[config.mk]
export PLATFORM = sky130hd
export DESIGN_NAME = bus_arbiter
export DESIGN_NICKNAME = d
export VERILOG_FILES = /design/src/rtl/bus_arbiter.sv
export SDC_FILE = /design/constraint.sdc
export NUM_CORES = 1
export LEC_CHECK = 0
export ABC_AREA = 1
export CAP_MARGIN = 20
export CORE_MARGIN = 3
export CORE_UTILIZATION = 40
export DETAILED_ROUTE_END_ITERATION = 10
export PLACE_DENSITY = 0.73
export SYNTH_ARGS = -nofsm -noshare
export SYNTH_HDL_FRONTEND = slang
export SYNTH_SLANG_ARGS = --single-unit
[constraint.sdc]
create_clock -name clk -period 1.6 [get_ports clk]
set_input_delay 0.32 -clock clk [delete_from_list [all_inputs] [get_ports clk]]
set_output_delay 0.32 -clock clk [all_outputs]
set_load 0.05 [all_outputs]
[src/rtl/bus_arbiter.sv]
// rtl/bus_arbiter.sv - two-master round-robin bus arbiter with serial slave select
// Optional feature macro: BUS_ARBITER_TIMEOUT_EN (force-release of a stuck owner)
module bus_arbiter #(
  parameter int SLAVE_LEN  = 2,
  parameter int NUM_SLAVES = 3,
  parameter int TIMEOUT    = 255
) (
  input  logic                  clk,
  input  logic                  reset,
  input  logic                  m1_request,
  input  logic                  m2_request,
  input  logic                  m1_slave_select,
  input  logic                  m2_slave_select,
  input  logic                  m1_done,
  input  logic                  m2_done,
  output logic                  arbitor_busy,
  output logic                  bus_busy,
  output logic                  m1_grant,
  output logic                  m2_grant,
  output logic                  bus_owner,
  output logic [NUM_SLAVES-1:0] slave_en,
  output logic                  select_error,
  output logic                  timeout
);

  localparam int CNT_W = $clog2(SLAVE_LEN) + 1;

  typedef enum logic [1:0] {IDLE, RX_SELECT, GRANT, BUSY} state_t;

  state_t                state_q, state_d;
  logic [SLAVE_LEN-1:0]  sel_q, sel_d;
  logic [CNT_W-1:0]      cnt_q, cnt_d;
  logic                  last_owner_q, last_owner_d;  // 1 = master 2 held the bus last
  logic                  bus_owner_q, bus_owner_d;
  logic                  arbitor_busy_q, arbitor_busy_d;
  logic                  bus_busy_q, bus_busy_d;
  logic                  m1_grant_q, m1_grant_d;
  logic                  m2_grant_q, m2_grant_d;
  logic [NUM_SLAVES-1:0] slave_en_q, slave_en_d;
  logic                  select_error_q, select_error_d;

  logic winner;
  logic owner_req;
  logic owner_sel;
  logic owner_done;
  logic idx_ok;
  logic tmo_expire;

  // Tie goes to the master that did not own the bus last; a lone requester always wins.
  assign winner     = m2_request & (~m1_request | ~last_owner_q);
  assign owner_req  = bus_owner_q ? m2_request      : m1_request;
  assign owner_sel  = bus_owner_q ? m2_slave_select : m1_slave_select;
  assign owner_done = bus_owner_q ? m2_done         : m1_done;
  assign idx_ok     = 32'(sel_q) < NUM_SLAVES;

  // Next-state and registered-output computation.
  always_comb begin
    state_d        = state_q;
    sel_d          = sel_q;
    cnt_d          = cnt_q;
    last_owner_d   = last_owner_q;
    bus_owner_d    = bus_owner_q;
    slave_en_d     = slave_en_q;
    m1_grant_d     = 1'b0;
    m2_grant_d     = 1'b0;
    select_error_d = 1'b0;
    case (state_q)
      IDLE: begin
        if (m1_request || m2_request) begin
          bus_owner_d = winner;
          sel_d       = '0;
          sel_d[0]    = winner ? m2_slave_select : m1_slave_select;
          cnt_d       = CNT_W'(1);
          state_d     = (SLAVE_LEN == 1) ? GRANT : RX_SELECT;
        end
      end
      RX_SELECT: begin
        if (!owner_req) begin
          state_d = IDLE;
        end else begin
          for (int i = 1; i < SLAVE_LEN; i++) begin
            if (CNT_W'(i) == cnt_q) sel_d[i] = owner_sel;
          end
          cnt_d = cnt_q + CNT_W'(1);
          if (cnt_q == CNT_W'(SLAVE_LEN - 1)) state_d = GRANT;
        end
      end
      GRANT: begin
        if (idx_ok) begin
          state_d    = BUSY;
          m1_grant_d = ~bus_owner_q;
          m2_grant_d = bus_owner_q;
          for (int i = 0; i < NUM_SLAVES; i++) begin
            slave_en_d[i] = (32'(sel_q) == 32'(i));
          end
        end else begin
          state_d        = IDLE;
          select_error_d = 1'b1;
          slave_en_d     = '0;
        end
      end
      BUSY: begin
        if (owner_done || tmo_expire) begin
          state_d      = IDLE;
          slave_en_d   = '0;
          last_owner_d = bus_owner_q;
        end
      end
      default: state_d = IDLE;
    endcase
    arbitor_busy_d = (state_d == RX_SELECT) || (state_d == GRANT);
    bus_busy_d     = (state_d == BUSY);
  end

  // State and output registers; reset leaves master 1 favoured on the first tie.
  always_ff @(posedge clk or posedge reset) begin
    if (reset) begin
      state_q        <= IDLE;
      sel_q          <= '0;
      cnt_q          <= '0;
      last_owner_q   <= 1'b1;
      bus_owner_q    <= 1'b0;
      arbitor_busy_q <= 1'b0;
      bus_busy_q     <= 1'b0;
      m1_grant_q     <= 1'b0;
      m2_grant_q     <= 1'b0;
      slave_en_q     <= '0;
      select_error_q <= 1'b0;
    end else begin
      state_q        <= state_d;
      sel_q          <= sel_d;
      cnt_q          <= cnt_d;
      last_owner_q   <= last_owner_d;
      bus_owner_q    <= bus_owner_d;
      arbitor_busy_q <= arbitor_busy_d;
      bus_busy_q     <= bus_busy_d;
      m1_grant_q     <= m1_grant_d;
      m2_grant_q     <= m2_grant_d;
      slave_en_q     <= slave_en_d;
      select_error_q <= select_error_d;
    end
  end

`ifdef BUS_ARBITER_TIMEOUT_EN
  localparam int TMO_W = $clog2(TIMEOUT + 1);

  logic [TMO_W-1:0] tmo_q, tmo_d;
  logic             timeout_q, timeout_d;

  assign tmo_expire = (state_q == BUSY) && (tmo_q == TMO_W'(TIMEOUT - 1)) && !owner_done;

  // Ownership age counter; restarts whenever the bus is not held.
  always_comb begin
    tmo_d     = (state_q == BUSY) ? tmo_q + TMO_W'(1) : '0;
    timeout_d = tmo_expire;
  end

  // Timeout counter and pulse registers.
  always_ff @(posedge clk or posedge reset) begin
    if (reset) begin
      tmo_q     <= '0;
      timeout_q <= 1'b0;
    end else begin
      tmo_q     <= tmo_d;
      timeout_q <= timeout_d;
    end
  end

  assign timeout = timeout_q;
`else
  assign tmo_expire = 1'b0;
  // Timeout never fires in this build; the owner keeps the bus until done or reset.
  assign timeout    = (TIMEOUT < 0);
`endif

  assign arbitor_busy = arbitor_busy_q;
  assign bus_busy     = bus_busy_q;
  assign m1_grant     = m1_grant_q;
  assign m2_grant     = m2_grant_q;
  assign bus_owner    = bus_owner_q;
  assign slave_en     = slave_en_q;
  assign select_error = select_error_q;

endmodule

==> impl_results.md, run 1 <==
- Status: finished, final reports clean
- Pwr Density: 2020 nW/um^2
- Via count: slightly above 700
- Area leader, netlist: dfrtp_1
- Synth Warn #: 0
- Die X: approximately 51 um
- Final Critical Period: 1.39 ns
- Wire length per cell: approximately 11 um
- Area share of the largest cell type after synthesis: a little under half
- TritonCTS buffer count: 3
- Clock Skews: ~0.0037 ns
- Syn Nets: around 110
- Placed inst area: between 1000 and 1500 um^2
- VDD IR max: 0.00116 V
- Reg2reg start: cnt_q[1]
- Yosys reg bits: 16
- Final Worst Setup Slack: 0.212 ns
- Mapped cell area: 808 um^2
- ANT nets after route: 0
- Crit path DAT: ~1.1 ns
- CP Max Fanout: 6
- First-pass GRT wire length: around 2.8 mm
- Core Region: approximately 1800 um^2
- Worst Hold Class: in -> async
- Post-Route Utilization: around 57%
- Post-cts resize count: 0
- First-pass iteration count of the detailed router: 4
- Num rows: 15
- Postcts setup bufs: 0
- Syn Area/Cell: just under 8 um^2
- Slew Viols, Final: 0
- Startpoint types: flop
- Unrepaired setup endpoints after global routing: no
- Antenna cells: 0
- Die Ht: a little over 50 um
- Clock buffer depth: 2
- Initial Utilization: between 40% and 50%
- CTS tree: built
- Crit. Startpoint: bus_owner
- Buffers added on ports: 16
- Final Instance Area: approximately 1000 um^2
- Setup WS pre-CTS: -0.0416 ns
- GRT Resource Usage Total: between 10% and 20%
- Layout fillers: between 150 and 200
- Synth-to-layout area growth: 28.8%
- Sequential area share after synthesis: ~50%
- R2R depth: 5
- WP data required: roughly 1.3 ns
- Achievable Freq: ~0.72 GHz
- Dpl cells: approximately 150
- Final clock period utilization by the worst path: between 80 and 90%
- Number of global-route vias before repair: ~700
- CTS Hold Bufs: 0
- DP HPWL: around 1.2 mm
- Fin Setup TNS: 0 ns
- Drt total wl: about 1.6 mm
- H-tree lvl count: 1
- Synth Instances: 102
- Netlist cell types: 16
- Largest net degree at the start of global routing: 17
- CTS sink count: 16
- Crit. End Element: output pin
- I/O pin count: 18
- Clock root buffer: clkbuf_4
- Crit Path Category: reg -> out
- Grt ovf: 0
- Clk_lat worst skew: between 0.2 and 0.3 ns
- Share of cells above drive strength 1: 20.2%
- DR DRC count: 0
- Initial antenna violation count: 0
- Layout Cells excl Fill: approximately 150
- Layout net count: 135
- Max cap viols: 0
- R2r setup slk: 0.22 ns
- Final Setup Violations: 0
- Reg-to-reg endpoint: arbitor_busy
- Clock Pin Slew Worst Setup and Hold Paths: 0.09 ns
- Iter 0 DRT Violations: 22
- Post-DR vias/cell: roughly 4.7
- Die area: between 2000 and 3000 um^2
- Synth area leaders: dfrtp_1, nand2_1, nand3_1, inv_1, dfstp_2
- Gpl congestion: ~0.89
- P_leak: 0.563 nW
- Final hold viol count: 0
==> state kept, by name, indices dropped and copies added (netlist names) <==
name and cells:
cnt_q 2, state_q 2, select_error 1, bus_busy 1
last_owner_q 1, slave_en 3, bus_owner 1, m2_grant 1
sel_q 2, m1_grant 1, arbitor_busy 1
==> cell type report <==
cell class	instances	area, um^2	area share, %
clock buffers	4	36.3	3.49
inverters	15	56.3	5.41
multi-input cells	69	335	32.2
repair buffers	20	180	17.3
well taps	25	31.3	3.00
flip-flops and latches	16	402	38.6
==> how the worst max path moves through the flow <==
| stage | endpoint | slack (ns) | cells past startpoint |
|---|---|---|---|
| 6_report | bus_owner | 0.21 | 2 |
| 3_5_place_dp | arbitor_busy | -0.04 | 6 |
| 5_1_grt | arbitor_busy | 0.14 | 5 |
| 4_1_cts | arbitor_busy | 0.20 | 5 |
| 3_3_place_gp | arbitor_busy | 0.05 | 6 |
| 2_1_floorplan | arbitor_busy | 0.03 | 7 |
==> through the flow <==
stage | total power [W] | hold slack, ns
6_report | 0.00211 | 0.332
4_1_cts | 0.00211 | 0.340
2_1_floorplan | 0.00149 | 0.233
5_1_grt | 0.00227 | 0.355
3_5_place_dp | 0.00184 | 0.488
3_3_place_gp | 0.00181 | 0.485
==> where the power goes <==
part / internal (W) / switching (W) / total (W)
logic: 0.000404 / 0.000737 / 0.00114
registers: 0.000571 / 0.000126 / 0.000697
clock network: 0.000139 / 0.000128 / 0.000267
==> critical path, cell delays in order, from the launching register on <==
cell	delay [ns]
dfrtp_1	0.46
buf_4	0.19
buf_12	0.14
==> placed cells by master (no fill, tap or decap), drive strengths merged <==
master         synthesis  routed
nand2                 37      37
dfrtp                 15      15
inv                   15      15
nand3                 14      14
buf                    2      13
nor2                   8       8
clkdlybuf4s50          0       7
clkbuf                 0       4
o21ai                  3       3
nand4                  2       2
o211ai                 2       2
ha                     2       2
conb                   1       1
dfstp                  1       1
==> synthesized netlist by cell type <==
cell type and count:
conb_1 1, buf_4 2, nand3_1 14, inv_1 12, ha_1 2, nor2_1 6, nand4_1 2, o211ai_1 2
nor2_4 2, inv_2 3, o21ai_0 3, nand2_1 35, dfstp_2 1, nand2_2 1, dfrtp_1 15, nand2_4 1
==> cell families (layout without fill, tap and decap cells) <==
| family | after synthesis | in the layout | synth area share (%) |
|---|---|---|---|
| adders and majority gates | 2 | 2 | 3.10 |
| DFF | 16 | 16 | 49.7 |
| other | 1 | 1 | 0.464 |
| AOI/OAI and AO/OA | 5 | 5 | 3.71 |
| and+or+nand+nor | 61 | 61 | 34.2 |
| buffers and inverters | 17 | 39 | 8.82 |
==> metal layers <==
layer	share of wire [%]	routed length [um]	global-route usage [%]
met5	0	0	0
met4	3.5	56	6.73
met3	7.9	125	4.08
met2	42	661	22.7
met1	47	738	18.4
Note: power is estimated with default switching activity, not from simulation.
==> inputs of run 2 (changes only) <==
--- a/config.mk
+++ b/config.mk
@@ -14,3 +14,4 @@
 export SYNTH_ARGS = -nofsm -noshare
 export SYNTH_HDL_FRONTEND = slang
 export SYNTH_SLANG_ARGS = --single-unit
+export TNS_END_PERCENT = 30
==> results of run 2 <==
The final DEF is identical to that of run 1; final timing and power are the same.
==> inputs of run 3 (changes only) <==
--- a/config.mk
+++ b/config.mk
@@ -10,6 +10,7 @@
 export CORE_MARGIN = 3
 export CORE_UTILIZATION = 40
 export DETAILED_ROUTE_END_ITERATION = 10
+export GPL_TIMING_DRIVEN = 1
 export PLACE_DENSITY = 0.73
 export SYNTH_ARGS = -nofsm -noshare
 export SYNTH_HDL_FRONTEND = slang
==> results of run 3 <==
The final DEF is identical to that of run 1; final timing and power are the same.
